### src/rtl/dp_ram_fifo_ctrl.sv
// FIFO controller driving a dual-port RAM: port 1 writes, port 2 reads.
// A prefetch path feeds a 2-entry output buffer to hide the RAM read latency.
module dp_ram_fifo_ctrl #(
  parameter int DATA_W = 8,
  parameter int ADDR_W = 4,
  parameter int DEPTH  = 16
) (
  input  logic              clk,
  input  logic              rst_n,
  input  logic              s_valid,
  output logic              s_ready,
  input  logic [DATA_W-1:0] s_data,
  output logic              m_valid,
  input  logic              m_ready,
  output logic [DATA_W-1:0] m_data,
  output logic [ADDR_W+1:0] count,
  output logic              ram_we1,
  output logic [ADDR_W-1:0] ram_addr1,
  output logic [DATA_W-1:0] ram_din1,
  output logic              ram_we2,
  output logic [ADDR_W-1:0] ram_addr2,
  output logic [DATA_W-1:0] ram_din2,
  input  logic [DATA_W-1:0] ram_dout2
);

  localparam logic [ADDR_W:0] RAM_FULL = (ADDR_W+1)'(DEPTH);

  logic [ADDR_W-1:0] wr_ptr_reg, rd_ptr_reg;
  logic [ADDR_W:0]   ram_cnt_reg, ram_cnt_next;
  logic              inflight_reg;
  logic [1:0]        out_cnt_reg, out_cnt_next;
  logic [DATA_W-1:0] buf0_reg, buf1_reg, buf0_next, buf1_next;

  logic       push, pop, issue;
  logic [2:0] occ;
  logic [1:0] base;

  assign s_ready = (ram_cnt_reg != RAM_FULL);
  assign m_valid = (out_cnt_reg != 2'd0);
  assign m_data  = buf0_reg;
  assign push    = s_valid & s_ready;
  assign pop     = m_valid & m_ready;

  // Buffer occupancy once this cycle's capture and pop are accounted for
  assign occ   = {1'b0, out_cnt_reg} + {2'b00, inflight_reg} - {2'b00, pop};
  assign issue = (ram_cnt_reg != '0) && (occ < 3'd2);
  assign base  = out_cnt_reg - {1'b0, pop};

  assign ram_we1   = push;
  assign ram_addr1 = wr_ptr_reg;
  assign ram_din1  = s_data;
  assign ram_we2   = 1'b0;
  assign ram_addr2 = rd_ptr_reg;
  assign ram_din2  = '0;

  assign count = (ADDR_W+2)'(ram_cnt_reg) + (ADDR_W+2)'(inflight_reg)
               + (ADDR_W+2)'(out_cnt_reg);

  always_comb begin
    buf0_next    = buf0_reg;
    buf1_next    = buf1_reg;
    ram_cnt_next = ram_cnt_reg + (ADDR_W+1)'(push) - (ADDR_W+1)'(issue);
    out_cnt_next = out_cnt_reg + {1'b0, inflight_reg} - {1'b0, pop};
    if (pop) buf0_next = buf1_reg;
    // Arriving word lands behind whatever survives this cycle's pop
    if (inflight_reg) begin
      if (base == 2'd0) buf0_next = ram_dout2;
      else              buf1_next = ram_dout2;
    end
  end

  always_ff @(posedge clk or negedge rst_n) begin
    if (!rst_n) begin
      wr_ptr_reg   <= '0;
      rd_ptr_reg   <= '0;
      ram_cnt_reg  <= '0;
      inflight_reg <= 1'b0;
      out_cnt_reg  <= '0;
      buf0_reg     <= '0;
      buf1_reg     <= '0;
    end else begin
      if (push)  wr_ptr_reg <= wr_ptr_reg + ADDR_W'(1);
      if (issue) rd_ptr_reg <= rd_ptr_reg + ADDR_W'(1);
      ram_cnt_reg  <= ram_cnt_next;
      inflight_reg <= issue;
      out_cnt_reg  <= out_cnt_next;
      buf0_reg     <= buf0_next;
      buf1_reg     <= buf1_next;
    end
  end

endmodule

### config.mk
export PLATFORM = sky130hd
export DESIGN_NAME = dp_ram_fifo_ctrl
export DESIGN_NICKNAME = d
export VERILOG_FILES = /design/src/rtl/dp_ram_fifo_ctrl.sv
export SDC_FILE = /design/constraint.sdc
export NUM_CORES = 1
export LEC_CHECK = 0
export CAP_MARGIN = 20
export CORE_ASPECT_RATIO = 0.9
export CORE_MARGIN = 2
export CORE_UTILIZATION = 41
export DETAILED_ROUTE_END_ITERATION = 8
export PLACE_DENSITY = 0.73
export SYNTH_ARGS = -nofsm -noshare
export SYNTH_HDL_FRONTEND = slang
export SYNTH_SLANG_ARGS = --single-unit
### constraint.sdc
create_clock -name clk -period 8.65 [get_ports clk]
set_clock_uncertainty 0.05 [all_clocks]
set_input_delay 1.73 -clock clk [delete_from_list [all_inputs] [get_ports clk]]
set_output_delay 1.73 -clock clk [all_outputs]
set_load 0.1 [all_outputs]
==> run summary, run 1 <==
The flow ran to the end, and the final reports show no timing, DRC or antenna violations. Yosys instantiated no cell more often than dfrtp_1. The number of global-route vias before repair is 1143. The remaining antenna violation count after routing came out at 0. The class of the tightest hold or removal check is reg -> reg. TritonCTS built the clock tree. Setup repair after global routing left no endpoint under its margin.

After technology mapping, the gate count stands at 150. The pre-antenna-repair detailed-routing pass consisted of 4 iterations. The final clock period utilization by the worst path is 62.1%.

The end of the worst hold path is ram_addr2[3]. The final setup violation count is 0. The number of instances on the worst hold path came out at 1. The detailed-route wire length is approximately 3.2 mm. The endpoint type of the worst setup path is a primary output.

The fraction of the mapped netlist area in simple logic gates came out at under 10%. The count of nets after finishing is around 220. The number of clock sinks seen by CTS is 32. The insertion delay of the later-clocked pin in the worst-skew pair came out at 290 ps. The proportion of synthesized area in mux cells is ~17%.

Counting flops and latches in the post-synthesis netlist gives 32. The worst register-to-register path has a depth of 14. The initial utilization of the core area, before any placement, comes to between 40 and 50%. In this run, post-CTS repair resized a total of 0 instances. The number of max-slew violations in the final report is 0. The summed instance area of the synthesized netlist is ~0.0019 mm2. The part of the Yosys area used for sequential elements is between 40% and 50%.

The cell at the root of the clock tree is clkbuf_8. The number of port buffers is 36. The overflow left after global routing came out at 0. The hold violation count in the final report is 0. The signal on the critical path passes through clkdlybuf4s50_1 > nand2_1 > inv_1 > clkdlybuf4s50_1. The delay contributed by the slowest stage of the critical path is between 1000 and 1500 ps. The final critical delay including setup and external delays is around 5400 ps. The slack of the worst reg-to-reg path came out at 5350 ps. The largest individual stage delay along the critical path comes from the cell clkdlybuf4s50_1. Counting instances in the post-synthesis netlist gives the leading cell types as dfrtp_1, mux2_2, buf_4, inv_1, ha_1. The area fraction in compound gates after synthesis is 2.53%.

The distinct cell type count of the synthesized netlist came out at 30. Yosys attributes the largest share of cell area to dfrtp_1, mux2_2, ha_1. The reg-to-reg critical path startpoint is out_cnt_reg[1]. After synthesis, the share of flip-flops with an asynchronous set or reset is between 90% and 100%. The slew at the pin closest to its max-slew limit came out at 998 ps. The biggest fanout along the worst timing path came out at 3. The number of H-tree branching levels is 2. The aggregate global-route resource usage came out at 13.7%.

The clock tree buffer depth came out at 2. In the synthesized netlist the dominant register cell turns out to be dfrtp_1. Clock-pin slew was measured on the worst setup and hold paths at around 60 ps. The floorplan step defined a core boundary enclosing ~0.0044 mm2.

The pin count of the biggest net entering global routing came out at 33. The die width came out at approximately 75 um. 62 I/O pins were placed. The share of the synthesized area in the top cell type is 42.6%.

The post-detailed-route wirelength per cell is about 13 um. The arithmetic-cell share of the synthesized area counting full adders, half adders and majority gates came out at about 13%. The floorplan die area is roughly 0.005 mm2.

The number of buffers added to fix hold violations after cts came out at 0. The synthesized design contains 0 enable-type register cells. The top achievable clock speed is approximately 190 MHz.

In the routed layout, each cell is associated on average with a via count of approximately 4.5. The mean area per synthesized cell came out at 12.5 um2. The number of vias in the routed layout came out at between 1000 and 1500. The critical path required time came out at around 7000 ps.

The startpoint identified for the worst hold timing path is ram_addr2[3]. The worst slew margin relative to its limit is between 30 and 40%. By area, the combinational part of the netlist is dominated by multiplexers. Yosys printed 0 warnings. The floorplan has 23 rows.

By instance count, the cell type seen most on the critical path is clkdlybuf4s50_1. The post-synthesis xor/xnor area fraction came out at around 6.1%. The layout has 389 filler cells. For this run, design rule violations remaining after detail routing come to 0. The number of max-cap violations is 0. The setup path with the least slack is of type in -> out.

The kind of start point of the critical path is an input pin. The number of DRC violations after detailed-routing iteration 0 is 23. The count of inserted antenna diode cells is 0. The detailed-placement wirelength estimate came out at 2.44 mm. For the worst setup path, the data arrival time is 3600 ps. The setup TNS is 0 ps. Of the cells placed in the final design, the portion with a size suffix greater than 1 is approximately a fifth. The worst register-to-register path ends at ram_cnt_reg[4].

dfrtp_1 takes more of the synthesized area than any other cell. The number of buffers added by the clock tree synthesis step is 5. The total setup buffers inserted after CTS is 0. The final weighted congestion in routability-driven placement is between 0.7 and 0.8. From synthesis to final layout, the design area changed by 22.7%. The vertical die dimension came out at 68.2 um. The global-route wire length before repair came out at around 5.1 mm. The number of antenna violations at the first check in global routing came out at 0.
## critical path, delay by kind of cell
| family | cells | cell delay (ps) |
|---|---|---|
| buffers and inverters | 3 | 1730 |
| and+or+nand+nor | 1 | 120 |
## cell families after synthesis
group                      after synthesis
DFF                                     32
adders and majority gates               17
other                                    1
and+or+nand+nor                         19
xor gates and xnor gates                13
AOI/OAI and AO/OA                        7
buffers and inverters                   35
muxes                                   26
## worst max-delay path by stage
stage | start | to | slack, ps
detailed placement | s_valid | ram_we1 | 3270
finish | s_valid | ram_we1 | 3270
global placement | s_valid | ram_we1 | 3320
global route | s_valid | ram_we1 | 3230
floorplan | out_cnt_reg[0] | count[4] | 4120
CTS | s_valid | ram_we1 | 3260
## cell type report
class	instances	area [um2]	area share (%)
Tap cell	62	77.6	3.37
Clock buffer	8	90.1	3.91
Inverter	17	63.8	2.77
Timing Repair Buffer	37	368	16.0
Sequential cell	32	801	34.7
Multi-Input combinational cell	91	905	39.3
## cell usage in the layout, fill, tap and decap left out, types with 4 or more instances in the layout
cell type,Yosys,routed
fa_1,4,4
mux2_4,8,8
ha_1,13,13
clkbuf_8,0,6
nand2_1,5,5
dfrtp_1,32,32
inv_1,17,17
xnor2_1,6,6
clkdlybuf4s50_1,0,36
conb_1,1,9
xor2_1,7,7
mux2_2,18,18
## metal layers
metal,GRT usage (%),vias up,routed length [um]
met5,0,-,0
met4,6.80,0,70
met3,5.15,7,193
met2,22.2,31,1610
met1,15.9,545,1320
li1,-,538,-
## per-stage QoR
stage          area, um2  instances  worst slack (ps)  util [%]  hold slack (ps)
6_report            2300        247              3270      52.0              427
3_5_place_dp        2210        239              3270      50.0              408
2_1_floorplan       1910        158              4120         -              427
5_1_grt             2300        247              3230      52.0              449
3_3_place_gp        2210        239              3320      50.0              414
4_1_cts             2300        247              3260      52.0              430
Power of run 1 is not shown: default switching activity piles up to over one toggle a cycle in this logic, so the estimate is an artifact.
==> inputs of run 2 (changes only) <==
Settings changed: PLACE_DENSITY 0.73 to 0.76.
Clock period 8.65 ns to 4.4 ns, I/O delays scaled along.
==> run summary, run 2 (synthesized netlist as in run 1, its figures left out) <==
Summed over all layers, the global routing overflow is 0. The number of antenna violations at the first check in global routing was 0. The number of clock sinks seen by CTS is 32. The final setup violation count came out at 0. The congestion estimate from routability-driven global placement came to between 0.7 and 0.8. The vertical die dimension is 68.2 um. The pin count of the biggest net entering global routing is 25. The count of boundary I/O pins is between 60 and 70. The signal on the critical path passes through clkdlybuf4s50_1 > nand3b_4 > nand2_1 > ha_1 > inv_1 > fa_1 > xor2_1 > nor3_2 > ha_1 > inv_1 > ha_1 > fa_1 > a21oi_1 > o21bai_1 > xnor2_1. The remaining antenna violation count after routing is 0. The number of vias in the routed layout came out at about 1100. The setup TNS is 0 ps. In the global route stage, overall resource usage came out at between 10% and 20%. The starting utilization of the core area came out at a little over two fifths. The most numerous cell type found on the critical path is ha_1. The met1 track utilization from global routing came out at a little under a fifth.

The library cells used most frequently in the layout, excluding fill and tap cells, are dfrtp_1, clkdlybuf4s50_1, mux2_2. The number of H-tree branching levels is 2. The count of inserted antenna diode cells came out at 0. The detailed-placement wirelength estimate is between 2 and 2.5 mm.

The count of TritonRoute iterations in the first routing pass is 2. The die width came out at ~75 um. The flow ran to the end, and the final reports show no timing, DRC or antenna violations. The detailed-route wire length is 3.04 mm. The met3 global-route usage is under 10%. The worst slew margin relative to its limit came out at about a third. The slowest stage of the critical path is the clkdlybuf4s50_1 cell. The worst hold path belongs to the class reg -> reg.

Among cell families on the critical path, the largest total delay comes from adder cells. The root buffer cell chosen for the clock tree is clkbuf_8. The count of placed standard cells in the final layout, fillers left out is ~250. The number of global-route vias before repair came out at approximately 1100. The floorplan has 23 rows.

The worst setup path is of the in -> reg kind. The worst setup path is launched from an input pin. Setup repair after global routing left no endpoint under its margin. The delay contributed by the slowest stage of the critical path came out at around 560 ps.

After clock tree synthesis, the clock-pin slew on the worst setup and hold paths is 60 ps. The CTS tree is yes. The worst endpoint data arrival time is between 3000 and 4000 ps. In this run the cell area measured after placement is 0.00221 mm2.

The number of max-cap violations came out at 0. Post-CTS timing repair inserted 0 buffers for setup. Cells with a size suffix above 1 make up between 20% and 30% of the layout. The final critical delay including setup and external delays came out at between 3000 and 4000 ps. The number of port buffers is 36.

For flop-to-flop paths, the worst setup slack is 1210 ps. The library cell used most frequently in the layout, excluding fill and tap cells, is dfrtp_1. The hold violation count in the final report came out at 0. The insertion delay of the later-clocked pin in the worst-skew pair came out at roughly 280 ps. The post-detailed-route via-to-cell ratio came out at roughly 4.4.

The number of remaining DRC errors came out at 0. Buffers inserted during clock tree synthesis total 5. The number of placed instances with taps included is 240. Data on the critical path is required at its endpoint by between 4000 and 5000 ps. The most heavily used metal layer in global routing is met2. The worst setup path is captured at a flip-flop. The floorplan die area came out at slightly above 0.005 mm2. The number of DRC violations after detailed-routing iteration 0 is between 40 and 50.

The area of the core came out at 0.00443 mm2. The number of max-slew violations in the final report came out at 0. The final instance area is around 0.0023 mm2. The worst path uses around 85% of the clock period. The global-route wire length before repair is just over 5 mm. The worst hold margin came out at between 400 and 500 ps. The global-route track usage on met2 came out at 19.7%. The clock tree buffer depth came out at 2. The biggest fanout along the worst timing path is 5. The slew at the pin closest to its max-slew limit came out at 990 ps. The count of nets after finishing is ~220.

The critical path contains buffers and inverters numbering 3 combined. Static timing analysis puts the maximum clock frequency at 266 MHz. The post-detailed-route wirelength per cell came out at around 12 um. For this design, the CTS-stage hold fixing added 0 buffers.

Relative to the synthesized area, the layout overhead comes to 22.3%. The count of instances resized after the clock tree is built is 0.
## run 2: cell count changes in the layout (fill, tap and decap cells not counted)
cell,change
buf_4,+7
clkdlybuf4s50_1,-6
## run 2: worst paths after layout
path	startpoint	to	depth (start not counted)
max in group asynchronous	rst_n	m_data[0]	2
max	m_ready	ram_cnt_reg[4]	15
max reg2reg	out_cnt_reg[1]	ram_cnt_reg[4]	14
min in group asynchronous	rst_n	ram_addr1[0]	1
min	ram_addr1[3]	ram_addr1[3]	1
min reg2reg	ram_addr1[3]	ram_addr1[3]	1
## run 2: through the flow
stage / util [%] / worst slack (ps)
6_report: 51.8 / 638
2_1_floorplan: - / 514
3_5_place_dp: 49.8 / 332
5_1_grt: 51.8 / 426
4_1_cts: 51.8 / 622
3_3_place_gp: 49.8 / 438
## run 2: layout make-up
class	count	area [um2]
multi-input combinational	91	905
fill	405	2130
clock buffer	8	90.1
sequential	32	801
timing repair buffer	38	360
tap	62	77.6
inverter	17	63.8
## run 2: per-layer routing
layer | part of all wire, % | routed length (um) | vias up
met5 | 0 | 0 | -
met4 | 1.1 | 34 | 0
met3 | 5.3 | 162 | 7
met2 | 45 | 1380 | 29
met1 | 48 | 1470 | 508
li1 | - | - | 537
Power of run 2 is left out for the same reason.
